### src/rtl/frame_stat_calc.sv
// Per-frame statistics (max/min/peak-to-peak/sum/mean) over an unsigned sample stream.
// Results are held in output registers behind a valid/ready handshake while the next frame accumulates.
module frame_stat_calc #(
  parameter int unsigned DATA_W    = 8,
  parameter int unsigned FRAME_LEN = 1024,
  parameter int unsigned LOG2_LEN  = 10,
  parameter int unsigned SUM_W     = 18
) (
  input  logic              clk,
  input  logic              rst,
  input  logic              s_valid,
  input  logic              s_first,
  input  logic [DATA_W-1:0] s_data,
  output logic              m_valid,
  input  logic              m_ready,
  output logic [DATA_W-1:0] m_max,
  output logic [DATA_W-1:0] m_min,
  output logic [DATA_W-1:0] m_ptp,
  output logic [SUM_W-1:0]  m_sum,
  output logic [DATA_W-1:0] m_mean,
  output logic [15:0]       frm_cnt,
  output logic              ovf_err,
  output logic              sof_err,
  input  logic              clr_err
);

  typedef enum logic {WAIT_SOF, ACCUM} state_t;

  state_t              state;
  logic [LOG2_LEN-1:0] cnt;
  logic [DATA_W-1:0]   acc_max;
  logic [DATA_W-1:0]   acc_min;
  logic [SUM_W-1:0]    acc_sum;

  logic [DATA_W-1:0]   fin_max_c;
  logic [DATA_W-1:0]   fin_min_c;
  logic [SUM_W-1:0]    fin_sum_c;
  logic                last_c;
  logic                restart_c;
  logic                publish_c;
  logic                load_c;
  logic                ovf_set_c;
  logic                consume_c;

  // Running stats including the current sample; these are also the final values on the last sample.
  always_comb begin
    fin_max_c = (s_data > acc_max) ? s_data : acc_max;
    fin_min_c = (s_data < acc_min) ? s_data : acc_min;
    fin_sum_c = acc_sum + SUM_W'(s_data);
    last_c    = (cnt == LOG2_LEN'(FRAME_LEN - 1));
    restart_c = s_valid & s_first & (state == ACCUM);
    publish_c = s_valid & ~s_first & (state == ACCUM) & last_c;
    consume_c = m_valid & m_ready;
    load_c    = publish_c & (~m_valid | m_ready);
    ovf_set_c = publish_c & m_valid & ~m_ready;
  end

  // Frame tracking and accumulation; only advances on valid samples.
  always_ff @(posedge clk or negedge rst) begin
    if (!rst) begin
      state   <= WAIT_SOF;
      cnt     <= '0;
      acc_max <= '0;
      acc_min <= '0;
      acc_sum <= '0;
    end else if (s_valid) begin
      case (state)
        WAIT_SOF: begin
          if (s_first) begin
            acc_max <= s_data;
            acc_min <= s_data;
            acc_sum <= SUM_W'(s_data);
            cnt     <= LOG2_LEN'(1);
            state   <= ACCUM;
          end
        end
        ACCUM: begin
          if (s_first) begin
            // Early start-of-frame: drop the short frame and restart on this sample.
            acc_max <= s_data;
            acc_min <= s_data;
            acc_sum <= SUM_W'(s_data);
            cnt     <= LOG2_LEN'(1);
          end else if (last_c) begin
            cnt   <= '0;
            state <= WAIT_SOF;
          end else begin
            acc_max <= fin_max_c;
            acc_min <= fin_min_c;
            acc_sum <= fin_sum_c;
            cnt     <= cnt + LOG2_LEN'(1);
          end
        end
      endcase
    end
  end

  // Result holding registers and handshake.
  always_ff @(posedge clk or negedge rst) begin
    if (!rst) begin
      m_valid <= 1'b0;
      m_max   <= '0;
      m_min   <= '0;
      m_ptp   <= '0;
      m_sum   <= '0;
      m_mean  <= '0;
      frm_cnt <= '0;
    end else if (load_c) begin
      m_valid <= 1'b1;
      m_max   <= fin_max_c;
      m_min   <= fin_min_c;
      m_ptp   <= fin_max_c - fin_min_c;
      m_sum   <= fin_sum_c;
      m_mean  <= fin_sum_c[LOG2_LEN +: DATA_W];
      frm_cnt <= frm_cnt + 16'd1;
    end else if (consume_c) begin
      m_valid <= 1'b0;
    end
  end

  // Sticky error flags; a set on the same edge beats a clear.
  always_ff @(posedge clk or negedge rst) begin
    if (!rst) begin
      ovf_err <= 1'b0;
      sof_err <= 1'b0;
    end else begin
      if (ovf_set_c)    ovf_err <= 1'b1;
      else if (clr_err) ovf_err <= 1'b0;
      if (restart_c)    sof_err <= 1'b1;
      else if (clr_err) sof_err <= 1'b0;
    end
  end

endmodule

### config.mk
export PLATFORM = sky130hd
export DESIGN_NAME = frame_stat_calc
export DESIGN_NICKNAME = d
export VERILOG_FILES = /design/src/rtl/frame_stat_calc.sv
export SDC_FILE = /design/constraint.sdc
export NUM_CORES = 1
export LEC_CHECK = 0
export CAP_MARGIN = 25
export CELL_PAD_IN_SITES_DETAIL_PLACEMENT = 0
export CELL_PAD_IN_SITES_GLOBAL_PLACEMENT = 1
export CORE_UTILIZATION = 40
export CTS_CLUSTER_SIZE = 24
export DETAILED_ROUTE_END_ITERATION = 10
export PLACE_DENSITY = 0.77
export SLEW_MARGIN = 20
export SYNTH_ARGS = -nofsm -noshare
export SYNTH_HDL_FRONTEND = slang
export SYNTH_SLANG_ARGS = --single-unit
### constraint.sdc
create_clock -name clk -period 10 [get_ports clk]
set_input_delay 2 -clock clk [delete_from_list [all_inputs] [get_ports clk]]
set_output_delay 2 -clock clk [all_outputs]
set_load 0.02 [all_outputs]
==> results.md <==
- # hold bufs at CTS: 0
- Maximum operating frequency: 0.174 GHz
- Final Hold Vio Count: 0
- GRT overflow: 0
- PwrDens: 175 nW/um2
- Critical path arrival: 6030 ps
- Vias per Instance: 5.25
- Worst Hold Depth: 2
- Root Buffer Master: clkbuf_16
- Area share of the largest cell type after synthesis: 0.454
- Worst Clk Skew: 8.75 ps
- Nets: 758
- Global-route wire length before repair: 23,300 um
- Reg-to-reg endpoint: m_ptp[4]
- Max Cap Viol: 0
- Busiest layer in global routing: met2
- Wire per inst: 15.2 um
- Register-to-register setup slack: 6130 ps
- Drt initial violations: 311
- Share of cells above drive strength 1: 0.0669
- Vias: 4,707
- Mapped Cells: 643
- Final WL: 13,700 um
- Antenna diodes: 0
- Synth Warn #: 0
- Outcome: complete, no violations
- RSZ-0062 raised after global routing: no
- Synthesized cell area: 5840 um2
- Worst-path clk slew: 70 ps
- ANT nets after route: 0
- Core Region: 14,000 um2
- Required time of the worst setup path: 10,270 ps
- Hold path startpoint: m_sum[5]
- Vias in the first global route: 4,591
- Worst slew pin tran: 974 ps
- Average cell area after synthesis: 9.09 um2
- Reg2Reg Depth: 12
- Top_reg_cell synth: dfrtp_1
- CP Launch Type: input pin
- Hold Crit Class: reg2reg
- Synth Net Count: 689
- Post-CTS Setup Repair Bufs: 0
- WHS Endpoint: m_sum[5]
- CP Capture Type: register
- CTS tree: built
- Detailed Place HPWL: 10,200 um
- Grt met2 use: 0.304
- Die width: 123 um
- Post_cts resized: 0
- Worst skew pair latency: 350 ps
- LEAKAGE: 0.00317 uW
- Slew HR: 0.351
- Top cells by area, synth: dfrtp_1 45%, nand2_1 7.6%, ha_1 6.4%, o21ai_0 5.8%, xnor2_1 3.9%
- Site Rows: 43
- Placed Cells: 880
- Tot GR Track Use: 0.199
- Setup total negative slack: 0 ps
- Top-count cell post-synth: nand2_1
- IO Port Bufs: 82
- Yosys top cell by area: dfrtp_1
- Critical path class: in2reg
- # DRC: 0
- Pin count of the biggest net entering global routing: 72
- Num CTS Buffers: 9
- Clk sinks: 106
- Initial antenna violation count: 0
- Ys async rst share: 1.00
- TritonRoute pass-1 iters: 4
- I/O pins: 83
- Layout area overhead: 22.0%
- Max IR drop VDD: 87.6 uV
- Gp weighted congestion: 0.896
- Max Root-Sink Buffers: 2
- GRT met3 Usage: 0.0265
- Seq/Total Area, Yosys: 0.454
- R2R Path Start: acc_min[2]
- Fin crit period: 5760 ps
- EDFF count, synth: 0
- Die H: 123 um
- Yosys cell types: 57
- Met1 Resource Use GR: 0.292
- Final setup viols: 0
- Initial Util: 0.416
- Non-filler cells in the finished layout: 897
- Crit path max fanout: 21
- CTS H-Tree Depth: 3
- Synth top cells by count: 118 x nand2_1, 106 x dfrtp_1, 68 x o21ai_0
- Max-slew violation count: 0
- Fin crit share: 0.576
- Die area: 15,100 um2
- Synthesized flop and latch total: 106
## worst max path at each step
| stage | cells after the start | from | end | slack [ps] |
|---|---|---|---|---|
| floorplan | 18 | s_data[5] | m_ptp[7] | 4990 |
| detailed placement | 12 | s_data[2] | m_ptp[4] | 3950 |
| CTS | 12 | s_data[2] | m_ptp[4] | 4310 |
| global route | 17 | s_data[6] | m_ptp[7] | 3920 |
| finish | 12 | s_data[2] | m_ptp[4] | 4240 |
| global placement | 12 | s_data[2] | m_ptp[4] | 4090 |
## state kept, by name, summed over array words and instances (netlist names)
name / flops
ovf_err: 1
state: 1
frm_cnt: 16
m_ptp: 8
acc_max: 8
acc_sum: 18
sof_err: 1
acc_min: 8
m_max: 8
m_min: 8
m_valid: 1
m_sum: 18
cnt: 10
## worst max-delay path: stages
cell and delay (ps):
clkdlybuf4s50_1 790, ha_1 310, o21a_1 150, nor2_1 50, o31ai_4 780, o21ai_0 310
ha_1 300, fa_1 420, maj3_2 350, maj3_2 310, xor2_1 140, o21ai_1 110
## where the power goes
part / internal (uW) / leakage, uW / total [uW] / switching, uW
Combinational: 158 / 0.00159 / 383 / 224
Clock: 227 / 0.000159 / 385 / 159
Sequential: 456 / 0.00142 / 479 / 23.4
## per-layer routing
metal | part of all wire | vias to the layer above
li1 | - | 2331
met1 | 0.51 | 2264
met2 | 0.44 | 101
met3 | 0.045 | 11
met4 | 0.011 | 0
met5 | 0 | -
## layout by cell type (no fill, tap or decap), drive strengths merged, types with 3 or more instances in the layout
master	count
o21ai	72
inv	39
a21oi	31
a31oi	10
xnor2	26
or3	3
buf	10
clkdlybuf4s50	81
nor2	43
nor3	4
clkinv	3
nand2	118
xor2	16
ha	30
and3	5
clkbuf	10
mux2i	7
nand4	13
o31ai	3
a21o	4
o21a	3
nor2b	4
a211oi	7
nand2b	6
mux2	8
dfrtp	106
nand3	20
or2	3
a22o	4
## through the flow
step	power [uW]	setup slack, ps	utilization	instance area (um2)	hold slack, ps
2_1_floorplan	769	4990	-	5840	454
3_3_place_gp	863	4090	0.483	6780	453
3_5_place_dp	869	3950	0.484	6790	455
4_1_cts	1260	4310	0.507	7120	470
5_1_grt	1330	3920	0.508	7130	495
6_report	1250	4240	0.508	7130	464
## logic make-up (layout without fill, tap and decap cells)
| kind of cell | Yosys count | in the layout | share of synthesized area |
|---|---|---|---|
| simple gates | 223 | 223 | 0.168 |
| compound gates | 151 | 151 | 0.158 |
| buf+inv | 72 | 146 | 0.0527 |
| flops | 106 | 106 | 0.454 |
| mux | 15 | 15 | 0.0295 |
| xor+xnor | 42 | 42 | 0.0629 |
| fa+ha+maj | 34 | 34 | 0.0749 |
## layout make-up
| class | count | area, um2 |
|---|---|---|
| Fill cell | 1310 | 6910 |
| Inverter | 39 | 146 |
| Timing Repair Buffer | 91 | 890 |
| Clock buffer | 10 | 239 |
| Clock inverter | 6 | 90.1 |
| Multi-Input combinational cell | 465 | 2890 |
| Tap cell | 180 | 225 |
| Sequential cell | 106 | 2650 |
Note: power is estimated with default switching activity, not from simulation.
